## src/rtl/fetch_defs_pkg.sv

```systemverilog
// Shared widths, reset vector and sequencer state encodings for the fetch unit.
package fetch_defs;

   localparam int ADDR_W = 16;
   localparam int INST_W = 32;
   localparam logic [ADDR_W-1:0] RESET_PC = 16'h0000;

   typedef enum logic {
      FS_RUN    = 1'b0,
      FS_HALTED = 1'b1
   } fetch_state_e;

endpackage

```

## src/rtl/fetch_skid_buffer.sv

```systemverilog
// Two-entry in-order buffer between instruction memory and decode.
// Slot 0 is always the head; flush wins over a simultaneous push.
module fetch_skid_buffer
   import fetch_defs::*;
(
   input  logic              clk,
   input  logic              rst_n,
   input  logic              i_push,
   input  logic              i_pop,
   input  logic              i_flush,
   input  logic [ADDR_W-1:0] i_push_pc,
   input  logic [INST_W-1:0] i_push_inst,
   output logic              o_valid,
   output logic [ADDR_W-1:0] o_pc,
   output logic [INST_W-1:0] o_inst,
   output logic [1:0]        o_occ
);

   logic [ADDR_W-1:0] r_pc0;
   logic [ADDR_W-1:0] r_pc1;
   logic [INST_W-1:0] r_inst0;
   logic [INST_W-1:0] r_inst1;
   logic [1:0]        r_occ;
   logic              w_pop;

   assign w_pop   = i_pop & (r_occ != 2'd0);
   assign o_valid = (r_occ != 2'd0);
   assign o_pc    = r_pc0;
   assign o_inst  = r_inst0;
   assign o_occ   = r_occ;

   always_ff @(posedge clk or negedge rst_n) begin
      if (!rst_n) begin
         r_pc0   <= '0;
         r_pc1   <= '0;
         r_inst0 <= '0;
         r_inst1 <= '0;
         r_occ   <= 2'd0;
      end else if (i_flush) begin
         r_occ <= 2'd0;
      end else begin
         case (r_occ)
            2'd0: begin
               if (i_push) begin
                  r_pc0   <= i_push_pc;
                  r_inst0 <= i_push_inst;
                  r_occ   <= 2'd1;
               end
            end
            2'd1: begin
               if (i_push && w_pop) begin
                  r_pc0   <= i_push_pc;
                  r_inst0 <= i_push_inst;
               end else if (i_push) begin
                  r_pc1   <= i_push_pc;
                  r_inst1 <= i_push_inst;
                  r_occ   <= 2'd2;
               end else if (w_pop) begin
                  r_occ <= 2'd0;
               end
            end
            2'd2: begin
               // A push into a full buffer cannot happen unless a pop frees the tail.
               if (w_pop) begin
                  r_pc0   <= r_pc1;
                  r_inst0 <= r_inst1;
                  if (i_push) begin
                     r_pc1   <= i_push_pc;
                     r_inst1 <= i_push_inst;
                  end else begin
                     r_occ <= 2'd1;
                  end
               end
            end
            default: r_occ <= 2'd0;
         endcase
      end
   end

endmodule

```

## src/rtl/fetch_unit.sv

```systemverilog
// Instruction fetch sequencer: owns the PC, tracks the one-cycle memory
// latency, applies redirects and halt, and feeds decode through a skid buffer.
module fetch_unit
   import fetch_defs::*;
(
   input  logic              clk,
   input  logic              rst_n,
   output logic [ADDR_W-1:0] imem_a,
   input  logic [INST_W-1:0] imem_rd,
   output logic              inst_valid,
   output logic [INST_W-1:0] inst,
   output logic [ADDR_W-1:0] inst_pc,
   input  logic              inst_ready,
   input  logic              redirect_valid,
   input  logic [ADDR_W-1:0] redirect_pc,
   input  logic              halt,
   output logic              halted
);

   fetch_state_e      r_state;
   fetch_state_e      w_next_state;
   logic [ADDR_W-1:0] r_pc;
   logic [ADDR_W-1:0] r_tag;
   logic              r_inflight;
   logic [1:0]        w_occ;
   logic              w_pop;
   logic              w_issue;
   logic [2:0]        w_credit;

   assign imem_a = r_pc;
   assign w_pop  = inst_valid & inst_ready;

   // Words already owed to decode after this cycle's pop; at most two may be outstanding.
   assign w_credit = {1'b0, w_occ} + {2'b00, r_inflight} - {2'b00, w_pop};
   assign w_issue  = (r_state == FS_RUN) & ~halt & ~redirect_valid & (w_credit < 3'd2);
   assign halted   = halt & ~r_inflight & (w_occ == 2'd0);

   always_comb begin
      w_next_state = r_state;
      case (r_state)
         FS_RUN:    if (halt && !r_inflight && (w_occ == 2'd0)) w_next_state = FS_HALTED;
         FS_HALTED: if (!halt) w_next_state = FS_RUN;
         default:   w_next_state = FS_RUN;
      endcase
   end

   always_ff @(posedge clk or negedge rst_n) begin
      if (!rst_n) begin
         r_state    <= FS_RUN;
         r_pc       <= RESET_PC;
         r_tag      <= '0;
         r_inflight <= 1'b0;
      end else begin
         r_state <= w_next_state;
         if (redirect_valid) begin
            r_pc       <= redirect_pc;
            r_inflight <= 1'b0;
         end else if (w_issue) begin
            r_pc       <= r_pc + 1'b1;
            r_tag      <= r_pc;
            r_inflight <= 1'b1;
         end else begin
            r_inflight <= 1'b0;
         end
      end
   end

   fetch_skid_buffer u_skid (
      .clk         (clk),
      .rst_n       (rst_n),
      .i_push      (r_inflight),
      .i_pop       (w_pop),
      .i_flush     (redirect_valid),
      .i_push_pc   (r_tag),
      .i_push_inst (imem_rd),
      .o_valid     (inst_valid),
      .o_pc        (inst_pc),
      .o_inst      (inst),
      .o_occ       (w_occ)
   );

endmodule
```

## config.mk

```make
export PLATFORM = sky130hd
export DESIGN_NAME = fetch_unit
export DESIGN_NICKNAME = d
export VERILOG_FILES = /design/src/rtl/fetch_defs_pkg.sv /design/src/rtl/fetch_skid_buffer.sv /design/src/rtl/fetch_unit.sv
export SDC_FILE = /design/constraint.sdc
export NUM_CORES = 1
export LEC_CHECK = 0
export CAP_MARGIN = 20
export CORE_UTILIZATION = 56
export CTS_CLUSTER_SIZE = 40
export DETAILED_ROUTE_END_ITERATION = 8
export PLACE_DENSITY = 0.91
export SLEW_MARGIN = 20
export SYNTH_ARGS = -nofsm -noshare
export SYNTH_HDL_FRONTEND = slang
export SYNTH_SLANG_ARGS = --single-unit
```

## constraint.sdc

```tcl
create_clock -name clk -period 6.2 [get_ports clk]
set_input_delay 1.55 -clock clk [delete_from_list [all_inputs] [get_ports clk]]
set_output_delay 1.55 -clock clk [all_outputs]
set_load 0.02 [all_outputs]
```

==> metrics.md, run 1 <==
| Metric | Value |
|---|---|
| Outcome | `complete, no violations` |
| Syn_area_per_cell | `13.1 um2` |
| Tightest Pin Transition | `0.884 ns` |
| Max-Cap Viols | `0` |
| Area Overhead vs Synth | `30.7%` |
| Sum Neg Setup Slack | `0 ns` |
| Global placer's final weighted congestion | `0.824` |
| Largest net degree at the start of global routing | `70` |
| Clock Skew | `0.00606 ns` |
| Crit-path cells | `clkdlybuf4s50_1 > and2_1 > clkdlybuf4s50_1` |
| Worst slew margin | `40.9%` |
| Final min period | `4.37 ns` |
| Busiest grt layer | `met2` |
| Total wire length | `13100 um` |
| Share of post-route cells with drive strength above 1 | `31.4%` |
| Worst EP arrival | `2.82 ns` |
| M2 GR Usage | `40.3%` |
| Final-report max-slew violation count | `0` |
| Avg WL per Cell | `18.1 um` |
| Total Routing Usage GR | `25.1%` |
| Die height | `106 um` |
| Mapped cell area | `0.00608 mm2` |
| Initial antenna violation count | `0` |
| Detailed placement HPWL | `8380 um` |
| Met3 usage | `6.99%` |
| Buffers on Ports | `118` |
| CTS H-tree lvls | `4` |
| Critical Path Start Type | `input port` |
| PwrDens | `471 mW/mm2` |
| Aggregate global routing overflow | `0` |
| Initial DRC Count | `229` |
| Setup violators final | `0` |
| Via count | `4140` |
| Cell variety after synth | `47` |
| Final hold violations | `0` |
| Crit. End Element | `output port` |
| GR Util met1 | `32.4%` |
| Nets | `640` |
| Setup Fix Bufs, Post-CTS | `0` |
| Area leader, netlist | `dfrtp_1` |
| Slowest stage cell, crit path | `clkdlybuf4s50_1` |
| Core area | `0.0104 mm2` |
| Synth warn | `0` |
| Leak | `3.54 nW` |
| Worst reg2reg setup slack | `2.57 ns` |
| Die width | `106 um` |
| Post-synth ARST share | `100%` |
| Post-synth EDFFs | `0` |
| First-pass GRT wire length | `21900 um` |
| F_max | `0.229 GHz` |
| Biggest cell delay along the critical path | `0.60 ns` |
| VDD IR max | `0.255 mV` |
| #FFs+latches synth | `132` |
| Worst-Skew Late Latency | `0.51 ns` |
| Post-Syn Instances | `463` |
| Antenna viol nets, final | `0` |
| Yosys top cell area share | `54.3%` |
| CTS root buf | `clkbuf_8` |
| Commonest non-fill, non-tap cell in the layout | `dfrtp_1` |
| TritonCTS clock tree | `done` |
| Post-CTS sizing | `0` |
| Die Footprint | `0.0113 mm2` |
| Drt pass-1 iters | `4` |
| RSZ-0062 raised after global routing | `false` |
| Ant. Diodes | `0` |
| Register area share after synthesis | `54.3%` |
| Tcrit/Tclk final | `70.5%` |
| Clock Sinks | `132` |
| Crit path max fanout | `4` |
| Cts bufs inserted | `17` |
| HP Class | `flip-flop to flip-flop` |
| Clock transition at path regs | `0.06 ns` |
| PnR Total Power | `3.74 mW` |
| Ranking of synthesized cells by area | `dfrtp_1 54%, mux2_2 23%, mux2_4 4.9%` |
| IO Pins | `119` |
| Worst Path Required | `4.65 ns` |
| Clk buf depth | `2` |
| Critical path class | `input port to output port` |
| Num rows | `37` |
| Starting Density | `58.4%` |
| Syn nets | `523` |
| Most frequent cells in the layout | `132 x dfrtp_1, 124 x mux2_2, 117 x clkdlybuf4s50_1, 61 x nand2_1, 20 x mux2_4` |
| Most used DFF post-synth | `dfrtp_1` |
| Vias in the first global route | `4461` |
| Drt drc | `0` |
| Most frequent CP cell | `clkdlybuf4s50_1` |
| CTS Hold Bufs | `0` |
| Via-to-Cell Ratio | `5.69` |
synthesized netlist by cell type (3+ instances only):
cell      instances
a21oi_1           6
and4_1            4
buf_2             8
nand2_1          61
mux2_2          124
dfrtp_1         132
o21ai_0           9
inv_1             9
a22oi_1           5
nor2_1            3
ha_1              6
buf_6             3
nand3_1          10
nand4_1           5
clkbuf_1         11
o211ai_1          7
o311ai_0          4
mux2_4           20
power by group:
part           leakage [nW]  internal, mW  switching (mW)
registers              1.66          1.21           0.223
logic                  1.58         0.715           0.562
clock network         0.294         0.663           0.366
worst max-delay path: cells and delay by family:
family / cells / cell delay, ns
and+or+nand+nor: 1 / 0.15
buffers and inverters: 2 / 1.12
per-stage QoR:
stage	setup WS, ns	area, um2	std cells	util, %	hold WS, ns
global route	1.72	7950	728	76.3	0.518
floorplan	2.46	6080	463	-	0.458
detailed placement	1.47	7340	697	70.4	0.490
finish	1.83	7950	728	76.3	0.502
global placement	1.61	7340	697	70.4	0.479
CTS	1.82	7950	728	76.3	0.505
routing by layer:
metal,part of all wire (%),up-vias
li1,-,1892
met1,43,2054
met2,49,167
met3,6.3,27
met4,2.0,0
met5,0,-
cell families after synthesis:
group,count (synthesis),synth area share [%]
xor gates and xnor gates,3,0.432
adders and majority gates,7,1.56
DFF,132,54.3
muxes,145,28.1
and+or+nand+nor,100,8.15
buffers and inverters,33,2.57
AOI/OAI and AO/OA,43,4.88
registers in the layout, indices dropped and copies added (netlist names):
| name | cells |
|---|---|
| u_skid.o_inst | 32 |
| u_skid.r_inst1 | 32 |
| imem_a | 16 |
| r_tag | 16 |
| u_skid.o_pc | 16 |
| u_skid.r_pc1 | 16 |
| u_skid.o_occ | 2 |
| r_inflight | 1 |
| r_state | 1 |
path summary, 6_finish.rpt:
path / end / cells past startpoint / start
setup / recovery: halted / 3 / halt
hold / removal: u_skid.r_inst1[27] / 1 / u_skid.r_inst1[27]
setup reg to reg: imem_a[3] / 13 / u_skid.o_occ[1]
hold reg to reg: u_skid.r_inst1[27] / 1 / u_skid.r_inst1[27]
max in group asynchronous: u_skid.r_inst1[4] / 2 / rst_n
min in group asynchronous: u_skid.r_inst1[23] / 1 / rst_n
cell type report:
| type | instances | area (um2) |
|---|---|---|
| clock buffers | 19 | 432 |
| clock inverters | 12 | 180 |
| fillers | 632 | 2470 |
| inverters | 10 | 37.5 |
| multi-input cells | 298 | 2630 |
| flip-flops and latches | 132 | 3300 |
| well taps | 136 | 170 |
| repair buffers | 121 | 1200 |
No activity file was read; power rests on OpenSTA's default activity.
==> run 2: changes to the inputs <==
- CORE_UTILIZATION: 56 -> 47
- PLACE_DENSITY: 0.91 -> 0.83
- clock period: 6.2 -> 3.6 ns (I/O delays scaled with it)
==> metrics.md, run 2 (synthesis results as in run 1) <==
| Metric | Value |
|---|---|
| Core area | `0.0126 mm2` |
| Total Routing Usage GR | `22.4%` |
| Int Power | `4.42 mW` |
| Worst Hold Launch | `r_tag[3]` |
| Nets | `654` |
| Final min period | `3.26 ns` |
| PnR Total Power | `6.33 mW` |
| Critical path class | `input port to flip-flop` |
| Die width | `116 um` |
| Ant. Diodes | `0` |
| Worst slew margin | `44.1%` |
| CP Buf/Inv Count | `3` |
| Worst-Skew Late Latency | `0.41 ns` |
| RR Endpoint | `imem_a[15]` |
| Worst EP arrival | `3.56 ns` |
| Outcome | `complete, no violations` |
| CP top delay family | `simple AND/OR/NAND/NOR gates` |
| Clock Sinks | `132` |
| Worst setup margin | `0.344 ns` |
| Drt pass-1 iters | `5` |
| Via count | `4221` |
| Detailed placement HPWL | `9320 um` |
| Dpl cell area | `0.00752 mm2` |
| Max-Cap Viols | `0` |
| F_max | `0.307 GHz` |
| Biggest cell delay along the critical path | `0.52 ns` |
| Reg2reg path depth | `12` |
| Initial DRC Count | `309` |
| Avg WL per Cell | `17.8 um` |
| Sequential share of power | `38.7%` |
| HP Class | `flip-flop to flip-flop` |
| Final-report max-slew violation count | `0` |
| Clock transition at path regs | `0.05 ns` |
| Num rows | `41` |
| Combinational share of power | `35.1%` |
| Worst reg2reg setup slack | `0.39 ns` |
| Final Core Density | `64.1%` |
| Crit-path cells | `clkdlybuf4s50_1 > nand2b_4 > inv_2 > ha_1 > nand2b_1 > fa_1 > nor4b_2 > buf_4 > nand4_1 > or2_2 > o311ai_1` |
| Setup violators final | `0` |
| CTS H-tree lvls | `4` |
| Largest net degree at the start of global routing | `65` |
| Die height | `116 um` |
| Hold path cells | `2` |
| Drt drc | `0` |
| Global placer's final weighted congestion | `0.869` |
| Worst Path Required | `3.90 ns` |
| Place WS | `-0.0409 ns` |
| VDD IR max | `0.385 mV` |
| Clock power share | `26.2%` |
| Tightest Pin Transition | `0.838 ns` |
| Clk buf depth | `2` |
| Most frequent cells in the layout | `132 x dfrtp_1, 124 x mux2_2, 117 x clkdlybuf4s50_1, 61 x nand2_1, 20 x mux2_4` |
| Initial antenna violation count | `0` |
| Aggregate global routing overflow | `0` |
| Tcrit/Tclk final | `90.4%` |
| Antenna viol nets, final | `0` |
| Post-CTS sizing | `0` |
| Sum Neg Setup Slack | `0 ns` |
| Commonest non-fill, non-tap cell in the layout | `dfrtp_1` |
| Total wire length | `13800 um` |
| First-pass GRT wire length | `22600 um` |
| Multi-input gate area | `0.00262 mm2` |
| TritonCTS clock tree | `done` |
| IO Pins | `119` |
| Via-to-Cell Ratio | `5.44` |
| Design area | `0.00809 mm2` |
| CTS root buf | `clkbuf_16` |
| CTS Hold Bufs | `0` |
| Starting Density | `48.2%` |
| Setup Fix Bufs, Post-CTS | `0` |
| Leak | `3.61 nW` |
| Slowest stage cell, crit path | `clkdlybuf4s50_1` |
| Share of post-route cells with drive strength above 1 | `32.5%` |
| Cts bufs inserted | `17` |
| Sw power | `1.91 mW` |
| Worst Hold Path EP | `r_tag[3]` |
| Crit. End Element | `flip-flop` |
| Vias in the first global route | `4443` |
| Register area | `0.00330 mm2` |
| RSZ-0062 raised after global routing | `false` |
| Final hold violations | `0` |
| Critical Path Start Type | `input port` |
| Clock Skew | `0.00631 ns` |
| FILL cells | `971` |
| Buffers on Ports | `118` |
| RR Startpoint | `u_skid.o_occ[1]` |
| Die Footprint | `0.0134 mm2` |
| Switching Fraction | `30.1%` |
| Area Overhead vs Synth | `33.1%` |
| Crit path max fanout | `3` |
| PwrDens | `782 mW/mm2` |
==> run 2: stage by stage <==
stage	hold slack [ns]	instances
after floorplan	0.458	463
after global placement	0.478	747
after detailed placement	0.491	747
after CTS	0.504	776
after global routing	0.520	776
final	0.497	776
==> run 2: area by class of cell <==
type / instances / area share (%)
Tap cell: 172 / 2.66
Multi-Input combinational cell: 298 / 32.4
Inverter: 10 / 0.464
Clock inverter: 5 / 0.928
Timing Repair Buffer: 135 / 16.6
Clock buffer: 24 / 6.08
Sequential cell: 132 / 40.8
==> run 2: power groups by stage <==
stage	Sequential (mW)	Combinational, mW	Clock (mW)
5_1_grt	2.53	2.38	1.76
2_1_floorplan	2.73	1.01	0
3_5_place_dp	2.47	2.23	0
4_1_cts	2.45	2.25	1.70
6_report	2.45	2.22	1.66
3_3_place_gp	2.42	2.17	0
==> run 2: metal layers <==
metal / GRT usage, % / up-vias / wire (um)
met4: 10.5 / 0 / 310
met1: 29.1 / 2102 / 5930
li1: - / 1917 / -
met3: 5.33 / 26 / 912
met5: 0 / - / 0
met2: 35.8 / 176 / 6620
==> run 2: tightest hold or removal path, stage by stage, from the launching register on <==
cell	delay (ns)
dfrtp_1	0.35
nand2_1	0.05
o21ai_0	0.06
==> run 2: worst max-delay path by stage <==
stage | startpoint | end | slack (ns) | cells past startpoint
6_report | inst_ready | imem_a[15] | 0.34 | 11
3_3_place_gp | inst_ready | imem_a[15] | 0.04 | 11
4_1_cts | inst_ready | imem_a[15] | 0.37 | 11
5_1_grt | u_skid.o_occ[1] | imem_a[15] | 0.07 | 12
3_5_place_dp | inst_ready | imem_a[15] | -0.04 | 11
2_1_floorplan | inst_ready | imem_a[15] | 0.51 | 9
==> run 3: changes to the inputs <==
- CORE_MARGIN: not set -> 5
==> metrics.md, run 3 (synthesis results as in run 1) <==
| Metric | Value |
|---|---|
| Via count | `4242` |
| Slowest stage cell, crit path | `clkdlybuf4s50_1` |
| Crit path max fanout | `3` |
| Final-report max-slew violation count | `0` |
| CP startpoint | `inst_ready` |
| Leak | `3.66 nW` |
| Setup Fix Bufs, Post-CTS | `0` |
| PwrDens | `816 mW/mm2` |
| CP top delay family | `simple AND/OR/NAND/NOR gates` |
| F_max | `0.301 GHz` |
| Area Overhead vs Synth | `35.3%` |
| Commonest non-fill, non-tap cell in the layout | `dfrtp_1` |
| Biggest cell delay along the critical path | `0.52 ns` |
| Max-Cap Viols | `0` |
| Levels on crit path | `11` |
| Avg WL per Cell | `18.0 um` |
| Drt drc | `0` |
| Critical path class | `input port to flip-flop` |
| Worst Path Required | `3.91 ns` |
| Initial DRC Count | `328` |
| Worst reg2reg setup slack | `0.32 ns` |
| Aggregate global routing overflow | `0` |
| Ant. Diodes | `0` |
| Core area | `0.0127 mm2` |
| HP Class | `flip-flop to flip-flop` |
| Clock Sinks | `132` |
| Die height | `124 um` |
| Die Footprint | `0.0153 mm2` |
| Setup violators final | `0` |
| CTS root buf | `clkbuf_16` |
| Crit-path cells | `clkdlybuf4s50_1 > nand2b_4 > inv_2 > ha_1 > nand2b_1 > fa_1 > nor4b_2 > buf_4 > nand4_1 > or2_2 > o311ai_1` |
| Clk buf depth | `2` |
| Worst EP arrival | `3.63 ns` |
| Drt pass-1 iters | `4` |
| Total wire length | `14000 um` |
| Buffers on Ports | `118` |
| Detailed placement HPWL | `9440 um` |
| Final hold violations | `0` |
| Tightest Pin Transition | `0.841 ns` |
| VDD IR max | `0.395 mV` |
| CTS H-tree lvls | `4` |
| Final non-filler cell total | `779` |
| Critical Path Start Type | `input port` |
| Global placer's final weighted congestion | `0.875` |
| Via-to-Cell Ratio | `5.45` |
| CTS Hold Bufs | `0` |
| Post-CTS sizing | `0` |
| Largest net degree at the start of global routing | `69` |
| First-pass GRT wire length | `23200 um` |
| Crit. End Element | `flip-flop` |
| Hold path cells | `2` |
| FILL cells | `973` |
| Worst slew margin | `43.9%` |
| Vias in the first global route | `4589` |
| Worst Hold Launch | `r_tag[10]` |
| Most frequent cells in the layout | `132 x dfrtp_1, 124 x mux2_2, 117 x clkdlybuf4s50_1, 61 x nand2_1, 20 x mux2_4` |
| Die width | `124 um` |
| WHS | `0.501 ns` |
| Clock transition at path regs | `0.06 ns` |
| Inst Count DP | `747` |
| Starting Density | `48.0%` |
| Reg2reg path depth | `12` |
| CP Buf/Inv Count | `3` |
| Total Routing Usage GR | `19.6%` |
| Initial antenna violation count | `0` |
| Nets | `654` |
| RSZ-0062 raised after global routing | `false` |
| Final Core Density | `64.9%` |
| Tcrit/Tclk final | `92.3%` |
| Outcome | `complete, no violations` |
| Final min period | `3.32 ns` |
| Worst-Skew Late Latency | `0.41 ns` |
| Clock Skew | `0.00751 ns` |
| Num rows | `41` |
| Cts bufs inserted | `17` |
| Share of post-route cells with drive strength above 1 | `33.3%` |
| Antenna viol nets, final | `0` |
| TritonCTS clock tree | `done` |
| IO Pins | `119` |
| RR Startpoint | `u_skid.o_occ[1]` |
## run 3: cell types whose count changed in the layout (fill, tap and decap cells not counted)
cell        change
bufinv_16       +5
clkbuf_1        -3
clkbuf_8        -2
clkinv_2        -1
clkinvlp_4      +3
inv_6           +1
## run 3: routing by layer
metal | vias to the layer above | global-route usage (%) | part of all wire (%)
met2 | 150 | 31.4 | 48
met1 | 2131 | 25.3 | 42
li1 | 1931 | - | -
met3 | 30 | 5.54 | 7.7
met5 | - | 0 | 0
met4 | 0 | 7.20 | 2.0
## run 3: metrics by stage
stage / setup slack, ns / cell area, um2 / power (mW) / TNS, ns
2_1_floorplan: 0.507 / 6080 / 3.74 / 0
4_1_cts: 0.283 / 8230 / 6.78 / 0
3_5_place_dp: -0.102 / 7520 / 4.71 / -0.235
5_1_grt: 0.123 / 8230 / 7.07 / 0
6_report: 0.277 / 8230 / 6.71 / 0
3_3_place_gp: 0.0337 / 7520 / 4.60 / 0
## run 3: worst paths after layout
path,end
max in group asynchronous,imem_a[9]
worst min register to register,r_tag[10]
worst max register to register,imem_a[15]
worst min-delay path,r_tag[10]
min in group asynchronous,u_skid.r_inst1[12]
worst max-delay path,imem_a[15]
## run 3: final cells by class
| class | instances | area, um2 | area share, % |
|---|---|---|---|
| flip-flops and latches | 132 | 3300 | 40.1 |
| multi-input cells | 298 | 2620 | 31.9 |
| repair buffers | 135 | 1340 | 16.3 |
| clock buffers | 19 | 453 | 5.50 |
| clock inverters | 13 | 251 | 3.06 |
| well taps | 172 | 215 | 2.62 |
| inverters | 10 | 37.5 | 0.456 |
## run 3: tightest hold or removal path: stages, from the launching register on
cell and delay [ns]:
dfrtp_1 0.36, nand2_1 0.05, nand2_1 0.05
## run 3: power breakdown
part	switching [mW]	internal (mW)
Combinational	0.952	1.25
Sequential	0.374	2.09
Clock	0.640	1.40
Total	1.97	4.75
